===== config.mk =====
export PLATFORM = sky130hd
export DESIGN_NAME = proc_out_serializer
export DESIGN_NICKNAME = d
export VERILOG_FILES = /design/src/rtl/proc_out_serializer.sv
export SDC_FILE = /design/constraint.sdc
export NUM_CORES = 1
export LEC_CHECK = 0
export BUFFER_PORTS_ARGS = -buffer_cell sky130_fd_sc_hd__buf_2
export CAP_MARGIN = 25
export CORE_MARGIN = 2
export CORE_UTILIZATION = 53
export CTS_CLUSTER_DIAMETER = 80
export DETAILED_ROUTE_END_ITERATION = 7
export GPL_ROUTABILITY_DRIVEN = 0
export GPL_TIMING_DRIVEN = 0
export PLACE_DENSITY = 0.71
export SETUP_SLACK_MARGIN = 0.2
export SLEW_MARGIN = 20
export SYNTH_ARGS = -nofsm -noshare
export SYNTH_HDL_FRONTEND = slang
export SYNTH_SLANG_ARGS = --single-unit

===== constraint.sdc =====
create_clock -name system1000 -period 2.95 [get_ports system1000]
set_clock_uncertainty 0.15 [all_clocks]
set_input_delay 0.59 -clock system1000 [delete_from_list [all_inputs] [get_ports system1000]]
set_output_delay 0.59 -clock system1000 [all_outputs]
set_load 0.02 [all_outputs]

===== src/rtl/proc_out_serializer.sv =====
// rtl/proc_out_serializer.sv - buffers 16-bit processor results and emits them MSB-first as a byte stream
module proc_out_serializer #(
  parameter int DEPTH = 16,
  localparam int AW = $clog2(DEPTH)
) (
  input  logic          system1000,
  input  logic          system1000_rst,
  input  logic          oEn,
  input  logic [15:0]   POut,
  output logic [7:0]    tx_data,
  output logic          tx_valid,
  input  logic          tx_ready,
  output logic [AW:0]   level,
  output logic          overflow,
  input  logic          clr_ovf,
  output logic [15:0]   drop_cnt
);

  typedef enum logic [1:0] {IDLE, HI, LO} state_t;

  localparam logic [AW:0] FULL = (AW+1)'(DEPTH);

  state_t        state;
  logic [15:0]   mem [DEPTH];
  logic [AW-1:0] wptr;
  logic [AW-1:0] rptr;
  logic [AW:0]   count;
  logic [15:0]   hr;
  logic [15:0]   head;
  logic          has_data;
  logic          full;
  logic          pop;
  logic          push;
  logic          drop;

  assign head     = mem[rptr];
  assign has_data = (count != '0);
  assign full     = (count == FULL);
  // A full FIFO may still take a word when the serializer pops in the same cycle.
  assign pop      = has_data && ((state == IDLE) || (state == LO && tx_ready));
  assign push     = oEn && (!full || pop);
  assign drop     = oEn && full && !pop;
  assign level    = count;

  // Storage needs no reset; validity is tracked entirely by the pointers and count.
  always_ff @(posedge system1000) begin
    if (push) mem[wptr] <= POut;
  end

  always_ff @(posedge system1000 or posedge system1000_rst) begin
    if (system1000_rst) begin
      state    <= IDLE;
      tx_valid <= 1'b0;
      tx_data  <= 8'h00;
      hr       <= 16'h0000;
      wptr     <= '0;
      rptr     <= '0;
      count    <= '0;
      overflow <= 1'b0;
      drop_cnt <= 16'h0000;
    end else begin
      if (push) wptr <= wptr + 1'b1;
      if (pop)  rptr <= rptr + 1'b1;
      if (push && !pop)      count <= count + 1'b1;
      else if (pop && !push) count <= count - 1'b1;

      if (clr_ovf) begin
        overflow <= drop;
        drop_cnt <= drop ? 16'h0001 : 16'h0000;
      end else if (drop) begin
        overflow <= 1'b1;
        if (drop_cnt != 16'hFFFF) drop_cnt <= drop_cnt + 16'h0001;
      end

      case (state)
        IDLE: begin
          tx_valid <= 1'b0;
          if (has_data) begin
            hr       <= head;
            tx_data  <= head[15:8];
            tx_valid <= 1'b1;
            state    <= HI;
          end
        end
        HI: begin
          if (tx_ready) begin
            tx_data <= hr[7:0];
            state   <= LO;
          end
        end
        LO: begin
          if (tx_ready) begin
            if (has_data) begin
              hr      <= head;
              tx_data <= head[15:8];
              state   <= HI;
            end else begin
              tx_valid <= 1'b0;
              state    <= IDLE;
            end
          end
        end
        default: begin
          tx_valid <= 1'b0;
          state    <= IDLE;
        end
      endcase
    end
  end

endmodule


==> tab_implementation.tex, run 1 <==
\begin{tabular}{lr}
\hline
Metric & Value \\
\hline
\multicolumn{2}{l}{\textbf{Status}} \\
\quad Run status & complete, no violations \\
\multicolumn{2}{l}{\textbf{Die}} \\
\quad \# rows & 55 \\
\quad Initial core utilization & 0.5370 \\
\quad Area inside the core boundary & 22500 sq um \\
\quad Die ar. & 24020 sq um \\
\quad I/O Pins & 52 \\
\quad DIE WIDTH & 155.0 um \\
\quad Die Y-Extent & 155.0 um \\
\multicolumn{2}{l}{\textbf{Cells and area}} \\
\quad Diodes inserted & 0 \\
\quad Synthesis-to-finish area growth & 19.19\% \\
\quad Final-layout fill cell count & 1478 \\
\quad Sequential standard cell area & 8917 sq um \\
\quad Layout cell share with drive strength beyond 1 & 0.3079 \\
\quad Post-Layout Inst Area & 14400 sq um \\
\quad Post-route insts no fill & 1084 \\
\quad Multi-input gate area & 3174 sq um \\
\quad Final net count & 807 \\
\multicolumn{2}{l}{\textbf{Clock network}} \\
\quad Clock latency at the later pin of the worst-skew pair & 0.54 ns \\
\quad Maximum buffer depth of the clock tree & 3 \\
\quad H-tree level count & 1 \\
\quad Num CTS Buffers & 30 \\
\quad CTS tree & yes \\
\quad Root buffer cell & sky130\_fd\_sc\_hd\_\_clkbuf\_16 \\
\quad CTS clock-pin slew for the worst setup and hold paths & 0.06 ns \\
\quad Clock sinks & 305 \\
\multicolumn{2}{l}{\textbf{STA}} \\
\quad Relative slew margins & 0.4578 \\
\quad Final period utilization & 0.9398 \\
\quad Achievable clock frequency & 360.7 MHz \\
\quad Unrepaired setup endpoints after global routing & yes \\
\quad Count of final hold-check violations & 0 \\
\quad Final total negative setup slack & 0 ns \\
\quad Max-slew violation count & 0 \\
\quad Setup Viol. Count Final & 0 \\
\quad Worst-margin pin slew & 0.8065 ns \\
\quad Final critical delay including setup and external delays & 2.772 ns \\
\multicolumn{2}{l}{\textbf{Setup path}} \\
\quad Setup slack on the worst flop-to-flop path & 0.18 ns \\
\quad Worst Setup End Kind & flop \\
\quad Critical Path Sink & level[4] \\
\quad Worst Reg-to-Reg Cells & 13 \\
\quad Worst Path Arrival & 3.05 ns \\
\quad Endpoint of the most critical register-to-register path & level[4] \\
\quad RR Startpoint & level[0] \\
\quad Data required time of the worst path & 3.23 ns \\
\quad Startpoint class of the critical path & flop \\
\quad Worst setup path class & flop to flop \\
\quad Launching instance or port of the critical path & level[0] \\
\quad Peak fanout along the critical path & 10 \\
\multicolumn{2}{l}{\textbf{GRT}} \\
\quad Largest net degree at the start of global routing & 33 \\
\quad Wire length of the first global-routing pass & 39920 um \\
\quad Vias in the first global route & 6694 \\
\quad Antenna violations before repair & 0 \\
\quad GRT Overall Usage & 0.2249 \\
\quad GRT overflow & 0 \\
\multicolumn{2}{l}{\textbf{Detailed routing}} \\
\quad Router iterations before antenna repair & 4 \\
\quad Final routed DRC violation total & 0 \\
\quad Drt total wl & 27460 um \\
\quad Post-detailed-route via-to-cell ratio & 6.261 \\
\quad Wire length per cell after detailed routing & 25.33 um \\
\quad Detail Route Antenna Nets & 0 \\
\quad 1st-iter DRT viols & 558 \\
\quad Via count & 6787 \\
\multicolumn{2}{l}{\textbf{Place}} \\
\quad Number of buffer cells added on primary ports & 50 \\
\quad Detailed Place HPWL & 16420 um \\
\quad Total cell area at the placement stage & 12980 sq um \\
\quad Placed insts & 999 \\
\multicolumn{2}{l}{\textbf{Synthesis}} \\
\quad Synth Instances & 656 \\
\quad Ys Warns & 0 \\
\quad Number of synthesized flops with an enable pin & 256 \\
\quad Post-synth ARST share & 0.1607 \\
\quad Fraction of the yosys area taken by sequential cells & 0.7376 \\
\quad Prevailing post-synth register cell & sky130\_fd\_sc\_hd\_\_edfxtp\_1 \\
\quad Synthesized area divided by synthesized cell count & 18.42 sq um \\
\quad Flop and latch count out of synthesis & 305 \\
\quad Count of unique library cells instantiated by Yosys & 46 \\
\quad Post-Syn Area & 12080 sq um \\
\quad Post-Synthesis Net Count & 688 \\
\multicolumn{2}{l}{\textbf{Min path}} \\
\quad Tightest Hold Check Type & primary input to flop \\
\multicolumn{2}{l}{\textbf{Power and ir drop}} \\
\quad Maximum VDD drop & 523.9 uV \\
\quad Power density normalized to cell area & 950.2 nW/um\^{}2 \\
\quad Static leakage & 4.896 nW \\
\multicolumn{2}{l}{\textbf{Run}} \\
\quad Total of max-cap violations & 0 \\
\hline
\end{tabular}
## worst max-delay path, stage by stage, from the launching register on
cell	delay [ns]
sky130_fd_sc_hd__dfrtp_2	0.42
sky130_fd_sc_hd__nor4_4	0.37
sky130_fd_sc_hd__a211oi_4	0.15
sky130_fd_sc_hd__clkbuf_8	0.17
sky130_fd_sc_hd__buf_12	0.14
sky130_fd_sc_hd__inv_8	0.06
sky130_fd_sc_hd__ha_4	0.14
sky130_fd_sc_hd__inv_4	0.05
sky130_fd_sc_hd__ha_1	0.31
sky130_fd_sc_hd__a21o_1	0.21
sky130_fd_sc_hd__a21oi_2	0.14
sky130_fd_sc_hd__xnor2_1	0.12
sky130_fd_sc_hd__nor2_1	0.07
sky130_fd_sc_hd__xnor2_1	0.13
## cells in the final DEF, fill, tap and decap left out, types with 8 or more instances in the layout
| cell | count |
|---|---|
| sky130_fd_sc_hd__edfxtp_1 | 256 |
| sky130_fd_sc_hd__buf_2 | 60 |
| sky130_fd_sc_hd__mux4_2 | 56 |
| sky130_fd_sc_hd__dfrtp_1 | 46 |
| sky130_fd_sc_hd__clkbuf_16 | 31 |
| sky130_fd_sc_hd__nor2_1 | 23 |
| sky130_fd_sc_hd__o22ai_1 | 22 |
| sky130_fd_sc_hd__nand2_1 | 21 |
| sky130_fd_sc_hd__xnor2_1 | 20 |
| sky130_fd_sc_hd__buf_4 | 19 |
| sky130_fd_sc_hd__mux2i_1 | 17 |
| sky130_fd_sc_hd__a21oi_1 | 16 |
| sky130_fd_sc_hd__buf_12 | 13 |
| sky130_fd_sc_hd__clkbuf_1 | 12 |
| sky130_fd_sc_hd__o21ai_0 | 12 |
| sky130_fd_sc_hd__nor2_4 | 12 |
| sky130_fd_sc_hd__nand2b_1 | 9 |
| sky130_fd_sc_hd__ha_1 | 9 |
| sky130_fd_sc_hd__mux2_2 | 8 |
| sky130_fd_sc_hd__nand3_1 | 8 |
| sky130_fd_sc_hd__a22o_1 | 8 |
| sky130_fd_sc_hd__o221ai_1 | 8 |
## how the worst min path moves through the flow
| stage | slack, ns | to | cells after the start | startpoint |
|---|---|---|---|---|
| final | 0.12 | state[0] | 2 | tx_ready |
| after global routing | 0.11 | state[0] | 2 | tx_ready |
| after CTS | 0.11 | state[0] | 2 | tx_ready |
| after detailed placement | 0.35 | hr[6] | 2 | hr[6] |
| after global placement | 0.33 | tx_valid | 1 | state[1] |
| after floorplan | 0.31 | tx_valid | 1 | state[1] |
## flip-flops by register name, indices dropped and copies added (netlist names), 2 cells and up
register / count
mem: 256
drop_cnt: 16
hr: 8
tx_data: 8
level: 5
rptr: 4
wptr: 4
state: 2
## synth_stat cells, types with 2 or more instances
cell	n	area (sq um)
sky130_fd_sc_hd__o21ai_0	12	60.06
sky130_fd_sc_hd__nor4_1	5	31.28
sky130_fd_sc_hd__mux4_2	56	1261
sky130_fd_sc_hd__buf_1	8	30.03
sky130_fd_sc_hd__nor2b_1	3	18.77
sky130_fd_sc_hd__o22ai_1	22	137.6
sky130_fd_sc_hd__clkbuf_1	10	37.54
sky130_fd_sc_hd__xnor2_1	20	175.2
sky130_fd_sc_hd__dfrtp_1	49	1226
sky130_fd_sc_hd__o221ai_1	8	70.07
sky130_fd_sc_hd__inv_1	9	33.78
sky130_fd_sc_hd__nand2_1	21	78.83
sky130_fd_sc_hd__a211oi_1	9	67.56
sky130_fd_sc_hd__buf_2	14	70.07
sky130_fd_sc_hd__mux2_2	8	90.09
sky130_fd_sc_hd__edfxtp_1	256	7687
sky130_fd_sc_hd__nor3_1	7	35.03
sky130_fd_sc_hd__a21o_1	2	15.01
sky130_fd_sc_hd__or2_2	2	12.51
sky130_fd_sc_hd__or3_1	5	31.28
sky130_fd_sc_hd__and4_1	2	17.52
sky130_fd_sc_hd__nand2b_1	9	56.30
sky130_fd_sc_hd__nor2_1	35	131.4
sky130_fd_sc_hd__a22o_1	8	70.07
sky130_fd_sc_hd__ha_1	10	125.1
sky130_fd_sc_hd__nand4_1	7	43.79
sky130_fd_sc_hd__mux2i_1	17	170.2
sky130_fd_sc_hd__a21oi_1	17	85.08
sky130_fd_sc_hd__nand3_1	8	40.04
## per-stage QoR
step             util  setup WS (ns)  hold WS [ns]  power [W]
2_1_floorplan       -         0.1848        0.3134   0.008280
5_1_grt        0.6400        0.07232        0.1109    0.01420
3_5_place_dp   0.5768        -0.2926        0.3463   0.009620
6_report       0.6400         0.1776        0.1232    0.01369
3_3_place_gp   0.5668        -0.8481        0.3270   0.009336
4_1_cts        0.6273         0.1603        0.1083    0.01355
## metal layers
layer  up-vias  GRT usage  wire [um]
met2       324     0.3676      13390
li1       2892          -          -
met4         0    0.07187        754
met5         -          0          0
met1      3510     0.3130      11200
met3        61    0.04011       2106
## cell type report
| cell class | count | area share |
|---|---|---|
| sequential | 305 | 0.6191 |
| multi-input combinational | 310 | 0.2204 |
| clock buffer | 40 | 0.05899 |
| timing repair buffer | 87 | 0.05091 |
| tap | 285 | 0.02476 |
| buffer | 32 | 0.01225 |
| clock inverter | 16 | 0.01051 |
| inverter | 9 | 0.003041 |
## timing repair
item / 4_1_cts / 5_1_grt
gates resized for setup: 12 / 7
endpoints found under the setup margin: 34 / 188
buffers inserted: 11 / 17
pin swaps: 8 / 17
hold buffers: 1 / 0
hold endpoints to repair: 17 / 0
## kinds of logic (layout without fill, tap and decap cells)
kind of cell,Yosys count,count (layout),synth area share
DFF,305,305,0.7376
and+or+nand+nor,110,110,0.04639
adders and majority gates,11,11,0.01201
xor gates and xnor gates,21,21,0.01522
AOI/OAI and AO/OA,87,87,0.04866
buffers and inverters,41,184,0.01419
muxes,81,81,0.1259
## where the power goes
part | switching (W) | leakage (nW) | internal [W]
sequential | 0.000293 | 2.91 | 0.00527
clock | 0.00156 | 0.492 | 0.00227
combinational | 0.00246 | 1.49 | 0.00183
(Power assumes the default switching activity.)
==> run 2: changes to the inputs <==
PLACE_DENSITY = 0.68   (was 0.71)
REMOVE_ABC_BUFFERS = 1   (was unset)
clock period = 3.6 ns   (was 2.95 ns; I/O delays follow)
==> run 2 against run 1 <==
Total power fell by 22%. Die area unchanged. Sequential share of layout area up 2.5 points. Highest routed layer unchanged.
==> tab_implementation.tex, run 2 (synthesized netlist as in run 1, its figures left out) <==
\begin{tabular}{lr}
\hline
Metric & Value \\
\hline
\multicolumn{2}{l}{\textbf{Setup path}} \\
\quad Worst Reg-to-Reg Cells & 11 \\
\quad Setup slack on the worst flop-to-flop path & 0.44 ns \\
\quad Peak fanout along the critical path & 9 \\
\quad Worst setup path class & flop to flop \\
\quad Worst Path Arrival & 3.44 ns \\
\quad RR Startpoint & state[0] \\
\quad Endpoint of the most critical register-to-register path & level[4] \\
\quad Worst Setup End Kind & flop \\
\quad Startpoint class of the critical path & flop \\
\quad Data required time of the worst path & 3.88 ns \\
\multicolumn{2}{l}{\textbf{Clock network}} \\
\quad CTS clock-pin slew for the worst setup and hold paths & 0.06 ns \\
\quad Clock sinks & 305 \\
\quad Maximum buffer depth of the clock tree & 3 \\
\quad Post-CTS Setup Repair Bufs & 0 \\
\quad CTS tree & yes \\
\quad Num CTS Buffers & 30 \\
\quad CTS-repair resized insts & 0 \\
\quad Clock latency at the later pin of the worst-skew pair & 0.55 ns \\
\quad Root buffer cell & sky130\_fd\_sc\_hd\_\_clkbuf\_16 \\
\quad Cts hold-fix bufs & 0 \\
\quad H-tree level count & 1 \\
\multicolumn{2}{l}{\textbf{STA}} \\
\quad Setup Viol. Count Final & 0 \\
\quad Worst hold slack after final layout & 0.02786 ns \\
\quad Worst-margin pin slew & 0.9787 ns \\
\quad Relative slew margins & 0.3462 \\
\quad Final period utilization & 0.8766 \\
\quad Max-slew violation count & 0 \\
\quad Achievable clock frequency & 316.9 MHz \\
\quad Count of final hold-check violations & 0 \\
\quad Final critical delay including setup and external delays & 3.156 ns \\
\quad Unrepaired setup endpoints after global routing & no \\
\multicolumn{2}{l}{\textbf{Cells and area}} \\
\quad Sequential standard cell area & 8922 sq um \\
\quad Commonest non-fill, non-tap cell in the layout & sky130\_fd\_sc\_hd\_\_edfxtp\_1 \\
\quad Flip-flop count of the largest register, all copies and words added & 256 \\
\quad Synthesis-to-finish area growth & 14.62\% \\
\quad Final net count & 753 \\
\quad Util after Layout & 0.6155 \\
\quad Final-layout fill cell count & 1579 \\
\quad Multi-input gate area & 3117 sq um \\
\quad Layout cell share with drive strength beyond 1 & 0.2644 \\
\quad Top flop regs & mem x256, drop\_cnt x16 \\
\quad Top library cells by usage in the layout, fill and taps aside & sky130\_fd\_sc\_hd\_\_edfxtp\_1 (256), sky130\_fd\_sc\_hd\_\_mux4\_2 (56), sky130\_fd\_sc\_hd\_\_buf\_2 (51), sky130\_fd\_sc\_hd\_\_dfrtp\_1 (46), sky130\_fd\_sc\_hd\_\_clkbuf\_16 (31) \\
\quad Register bank with the most flops & mem \\
\multicolumn{2}{l}{\textbf{GRT}} \\
\quad Wire length of the first global-routing pass & 37430 um \\
\quad Largest net degree at the start of global routing & 40 \\
\quad Met1 track utilization from global routing & 0.3085 \\
\quad Antenna violations before repair & 1 \\
\quad Vias in the first global route & 6350 \\
\quad Most congested layer reported by global routing & met2 \\
\quad GRT Overall Usage & 0.2091 \\
\quad M2 GR Usage & 0.3302 \\
\quad GRT overflow & 0 \\
\quad Met3 track demand over resource & 0.03315 \\
\multicolumn{2}{l}{\textbf{Detailed routing}} \\
\quad Via count & 6331 \\
\quad Router iterations before antenna repair & 5 \\
\quad 1st-iter DRT viols & 597 \\
\quad Detail Route Antenna Nets & 0 \\
\quad Final routed DRC violation total & 0 \\
\quad Post-detailed-route via-to-cell ratio & 6.141 \\
\quad Drt total wl & 24470 um \\
\quad Wire length per cell after detailed routing & 23.73 um \\
\multicolumn{2}{l}{\textbf{Place}} \\
\quad Number of buffer cells added on primary ports & 51 \\
\quad Detailed Place HPWL & 14660 um \\
\multicolumn{2}{l}{\textbf{Status}} \\
\quad Run status & complete, no violations \\
\multicolumn{2}{l}{\textbf{Die}} \\
\quad Initial core utilization & 0.5370 \\
\quad \# rows & 55 \\
\quad Die ar. & 24020 sq um \\
\quad Die Y-Extent & 155.0 um \\
\quad DIE WIDTH & 155.0 um \\
\quad I/O Pins & 52 \\
\quad Area inside the core boundary & 22500 sq um \\
\multicolumn{2}{l}{\textbf{Power and ir drop}} \\
\quad Power density normalized to cell area & 767.1 nW/um\^{}2 \\
\quad Static leakage & 4.619 nW \\
\quad Maximum VDD drop & 561.3 uV \\
\multicolumn{2}{l}{\textbf{Min path}} \\
\quad Tightest Hold Check Type & primary input to asynchronous set/reset pin \\
\multicolumn{2}{l}{\textbf{Run}} \\
\quad Total of max-cap violations & 0 \\
\hline
\end{tabular}
[run 2: cell types whose count changed in the layout (fill, tap and decap cells not counted), sizes merged]
cell	previous run	this run
dlygate4sd3	1	0
diode	0	1
buf	106	65
clkinv	12	13
clkbuf	52	39
bufinv	3	2
clkinvlp	1	2
[run 2: per-stage QoR]
| stage | instance area, sq um | total power [W] | instances | setup WS (ns) | TNS (ns) |
|---|---|---|---|---|---|
| 6_report | 13850 | 0.01062 | 1031 | 0.4444 | 0 |
| 5_1_grt | 13850 | 0.01111 | 1030 | 0.2439 | 0 |
| 4_1_cts | 13850 | 0.01071 | 1030 | 0.4509 | 0 |
| 3_5_place_dp | 12890 | 0.007716 | 974 | 0.07598 | 0 |
| 3_3_place_gp | 12560 | 0.007522 | 960 | -2.378 | -186.66 |
| 2_1_floorplan | 11950 | 0.006715 | 624 | -0.7200 | -3.647 |
[run 2: how the worst max path moves through the flow]
stage / from / end / cells past startpoint / slack [ns]
floorplan: tx_ready / level[4] / 11 / -0.72
global placement: tx_ready / level[4] / 12 / -2.38
detailed placement: tx_ready / level[4] / 12 / 0.08
CTS: level[0] / level[4] / 11 / 0.45
global route: level[0] / level[4] / 11 / 0.24
finish: state[0] / level[4] / 11 / 0.44
[run 2: report_power, final]
part           switching, W  leakage [nW]  internal [W]  total [W]
combinational       0.00153          1.24       0.00132    0.00285
sequential         0.000460          2.91       0.00433    0.00479
clock               0.00124         0.464       0.00175    0.00299
total               0.00322          4.62       0.00740     0.0106
[run 2: layout make-up]
type | instances | area share
multi-input cells | 310 | 0.2250
clock inverters | 17 | 0.009666
well taps | 285 | 0.02575
repair buffers | 65 | 0.03315
inverters | 9 | 0.002439
diodes | 1 | 0.0001807
clock buffers | 39 | 0.05962
flip-flops and latches | 305 | 0.6442
[run 2: critical path: stages, from the launching register on]
cell and delay [ns]:
sky130_fd_sc_hd__dfrtp_1 0.47, sky130_fd_sc_hd__inv_1 0.16, sky130_fd_sc_hd__a21oi_1 0.08, sky130_fd_sc_hd__a21boi_1 0.66
sky130_fd_sc_hd__ha_1 0.31, sky130_fd_sc_hd__inv_1 0.11, sky130_fd_sc_hd__fa_1 0.41, sky130_fd_sc_hd__a21o_1 0.19
sky130_fd_sc_hd__a21oi_1 0.19, sky130_fd_sc_hd__xnor2_1 0.14, sky130_fd_sc_hd__nor2_1 0.07, sky130_fd_sc_hd__xnor2_1 0.12
[run 2: metal layers]
layer,vias up,part of all wire
li1,2780,-
met5,-,0
met2,235,0.48
met3,41,0.069
met1,3275,0.44
met4,0,0.020
==> run 3: changes to the inputs <==
==> constraint.sdc (replaced) <==
create_clock -name system1000 -period 3.6 [get_ports system1000]
set_clock_uncertainty 0.15 [all_clocks]
set_input_delay 0.18 -clock system1000 [delete_from_list [all_inputs] [get_ports system1000]]
set_output_delay 0.18 -clock system1000 [all_outputs]
set_load 0.02 [all_outputs]
==> run 3 against run 2 <==
Sequential share of layout area fell by 0.87 points. Non-clock buffer count rose by 19. Combinational power barely moved. Clock power barely moved. Sequential power barely moved. First-iteration DRC count rose by 1.0%. Sequential cell count did not move. Wire length rose by 0.42%. Setup slack improved by 0.0019 ns. Largest cell class unchanged.
==> tab_implementation.tex, run 3 (synthesized netlist as in run 1, its figures left out) <==
\begin{tabular}{lr}
\hline
Metric & Value \\
\hline
\multicolumn{2}{l}{\textbf{Status}} \\
\quad Run status & complete, no violations \\
\multicolumn{2}{l}{\textbf{Setup path}} \\
\quad Data required time of the worst path & 3.89 ns \\
\quad Largest stage delay on the critical path & 0.65 ns \\
\quad Ordered cell list for the critical path & inv\_1 -> a21oi\_1 -> a21boi\_1 -> ha\_1 -> inv\_1 -> fa\_1 -> a21o\_1 -> a21oi\_1 -> xnor2\_1 -> nor2\_1 -> xnor2\_1 \\
\quad Worst Path Arrival & 3.44 ns \\
\quad Peak fanout along the critical path & 9 \\
\quad CP max stage cell & sky130\_fd\_sc\_hd\_\_a21boi\_1 \\
\quad Worst setup path class & flop to flop \\
\quad Worst Setup End Kind & flop \\
\quad Startpoint class of the critical path & flop \\
\multicolumn{2}{l}{\textbf{Clock network}} \\
\quad CTS clock-pin slew for the worst setup and hold paths & 0.06 ns \\
\quad CTS-repair resized insts & 0 \\
\quad Clock latency at the later pin of the worst-skew pair & 0.55 ns \\
\quad Post-CTS Setup Repair Bufs & 0 \\
\quad Maximum buffer depth of the clock tree & 3 \\
\quad Root buffer cell & sky130\_fd\_sc\_hd\_\_clkbuf\_16 \\
\quad Clock sinks & 305 \\
\quad Num CTS Buffers & 30 \\
\quad CTS tree & yes \\
\quad H-tree level count & 1 \\
\multicolumn{2}{l}{\textbf{GRT}} \\
\quad Vias in the first global route & 6440 \\
\quad Antenna violations before repair & 1 \\
\quad GRT overflow & 0 \\
\quad Wire length of the first global-routing pass & 37670 um \\
\quad GRT Overall Usage & 0.2101 \\
\quad Largest net degree at the start of global routing & 40 \\
\multicolumn{2}{l}{\textbf{Power and ir drop}} \\
\quad Maximum VDD drop & 561.3 uV \\
\quad Design internal power & 0.007413 W \\
\quad Switching Power & 0.003228 W \\
\quad Overall power of the completed layout & 0.01064 W \\
\quad Static leakage & 4.699 nW \\
\quad Fraction of power spent switching nets & 0.3034 \\
\quad Comb power frac & 0.269 \\
\quad Power density normalized to cell area & 757.8 nW/um\^{}2 \\
\quad Clock share of power & 0.281 \\
\quad Sequential group share of total power & 0.450 \\
\multicolumn{2}{l}{\textbf{STA}} \\
\quad Worst-margin pin slew & 1.017 ns \\
\quad Relative slew margins & 0.3207 \\
\quad Final period utilization & 0.8760 \\
\quad Achievable clock frequency & 317.1 MHz \\
\quad Final critical delay including setup and external delays & 3.154 ns \\
\quad Setup Viol. Count Final & 0 \\
\quad Unrepaired setup endpoints after global routing & no \\
\quad Worst hold slack after final layout & 0.03860 ns \\
\quad Count of final hold-check violations & 0 \\
\quad Max-slew violation count & 0 \\
\multicolumn{2}{l}{\textbf{Die}} \\
\quad I/O Pins & 52 \\
\quad \# rows & 55 \\
\quad Die Y-Extent & 155.0 um \\
\quad Die ar. & 24020 sq um \\
\quad Area inside the core boundary & 22500 sq um \\
\quad DIE WIDTH & 155.0 um \\
\quad Initial core utilization & 0.5370 \\
\multicolumn{2}{l}{\textbf{Detailed routing}} \\
\quad Via count & 6420 \\
\quad 1st-iter DRT viols & 603 \\
\quad Post-detailed-route via-to-cell ratio & 6.114 \\
\quad Router iterations before antenna repair & 5 \\
\quad Wire length per cell after detailed routing & 23.40 um \\
\quad Final routed DRC violation total & 0 \\
\quad Detail Route Antenna Nets & 0 \\
\quad Drt total wl & 24570 um \\
\multicolumn{2}{l}{\textbf{Cells and area}} \\
\quad Commonest non-fill, non-tap cell in the layout & sky130\_fd\_sc\_hd\_\_edfxtp\_1 \\
\quad Final net count & 772 \\
\quad Register bank with the most flops & mem \\
\quad Top library cells by usage in the layout, fill and taps aside & sky130\_fd\_sc\_hd\_\_edfxtp\_1 (256), sky130\_fd\_sc\_hd\_\_mux4\_2 (56), sky130\_fd\_sc\_hd\_\_buf\_2 (51), sky130\_fd\_sc\_hd\_\_dfrtp\_1 (46), sky130\_fd\_sc\_hd\_\_clkbuf\_16 (31) \\
\quad Final-layout fill cell count & 1562 \\
\quad Layout cell share with drive strength beyond 1 & 0.2579 \\
\quad Top flop regs & mem x256, drop\_cnt x16 \\
\quad Synthesis-to-finish area growth & 16.19\% \\
\quad Flip-flop count of the largest register, all copies and words added & 256 \\
\multicolumn{2}{l}{\textbf{Run}} \\
\quad Total of max-cap violations & 0 \\
\multicolumn{2}{l}{\textbf{Place}} \\
\quad Number of buffer cells added on primary ports & 51 \\
\quad Detailed Place HPWL & 14660 um \\
\multicolumn{2}{l}{\textbf{Min path}} \\
\quad Tightest Hold Check Type & primary input to asynchronous set/reset pin \\
\hline
\end{tabular}
run 3: cell types whose count changed in the layout (fill, tap and decap cells not counted):
cell | previous run | this run
sky130_fd_sc_hd__dlygate4sd3_1 | 0 | 19
run 3: path summary, 6_finish.rpt:
kind / from / endpoint / slack (ns) / cells past startpoint
worst min-delay path: system1000_rst / overflow / 0.04 / 3
min in group system1000: oEn / wptr[0] / 0.06 / 3
worst max register to register: state[0] / level[4] / 0.45 / 11
max in group asynchronous: system1000_rst / rptr[1] / 2.73 / 4
worst min register to register: state[1] / tx_valid / 0.37 / 1
worst max-delay path: state[0] / level[4] / 0.45 / 11
run 3: final cells by class:
cell class                 instances  area [sq um]  area share
timing repair buffer              84         649.4     0.04625
antenna                            1         2.502   0.0001782
inverter                           9         33.78    0.002406
sequential                       305          8922      0.6354
clock inverter                    17         133.9    0.009535
multi-input combinational        310          3117      0.2220
clock buffer                      39         825.8     0.05881
tap                              285         356.6     0.02540
run 3: repair_timing:
action | in CTS | in global routing
setup endpoints to repair | 0 | 0
hold buffers | 19 | 0
hold endpoints to repair | 323 | 0
run 3: layer usage:
metal | wire length, um | vias up | global-route usage
met5 | 0 | - | 0
met4 | 549 | 0 | 0.05820
met3 | 1860 | 50 | 0.03175
met2 | 11720 | 270 | 0.3331
met1 | 10440 | 3281 | 0.3101
li1 | - | 2819 | -
run 3: worst max-delay path: cells and delay by family, from the launching register on:
family | cells | cell delay (ns)
and+or+nand+nor | 1 | 0.07
AOI/OAI and AO/OA | 4 | 1.11
adders and majority gates | 2 | 0.72
xor gates and xnor gates | 2 | 0.26
DFF | 1 | 0.47
buffers and inverters | 2 | 0.27
run 3: metrics by stage:
step / TNS, ns / setup WS (ns) / area [sq um] / util / std cells
after floorplan: -3.392 / -0.6571 / 11950 / - / 624
after global placement: -85.46 / -2.101 / 12560 / 0.5581 / 960
after detailed placement: 0 / 0.4761 / 12890 / 0.5728 / 974
after CTS: 0 / 0.4509 / 14040 / 0.6239 / 1049
after global routing: 0 / 0.2439 / 14040 / 0.6240 / 1050
final: 0 / 0.4463 / 14040 / 0.6240 / 1050
run 3: power by group through the flow:
stage	sequential, W	clock [W]	combinational (W)
after floorplan	0.00495	0	0.00176
after global placement	0.00505	0	0.00247
after detailed placement	0.00486	0	0.00286
after CTS	0.00479	0.00305	0.00289
after global routing	0.00485	0.00318	0.00309
final	0.00478	0.00299	0.00287
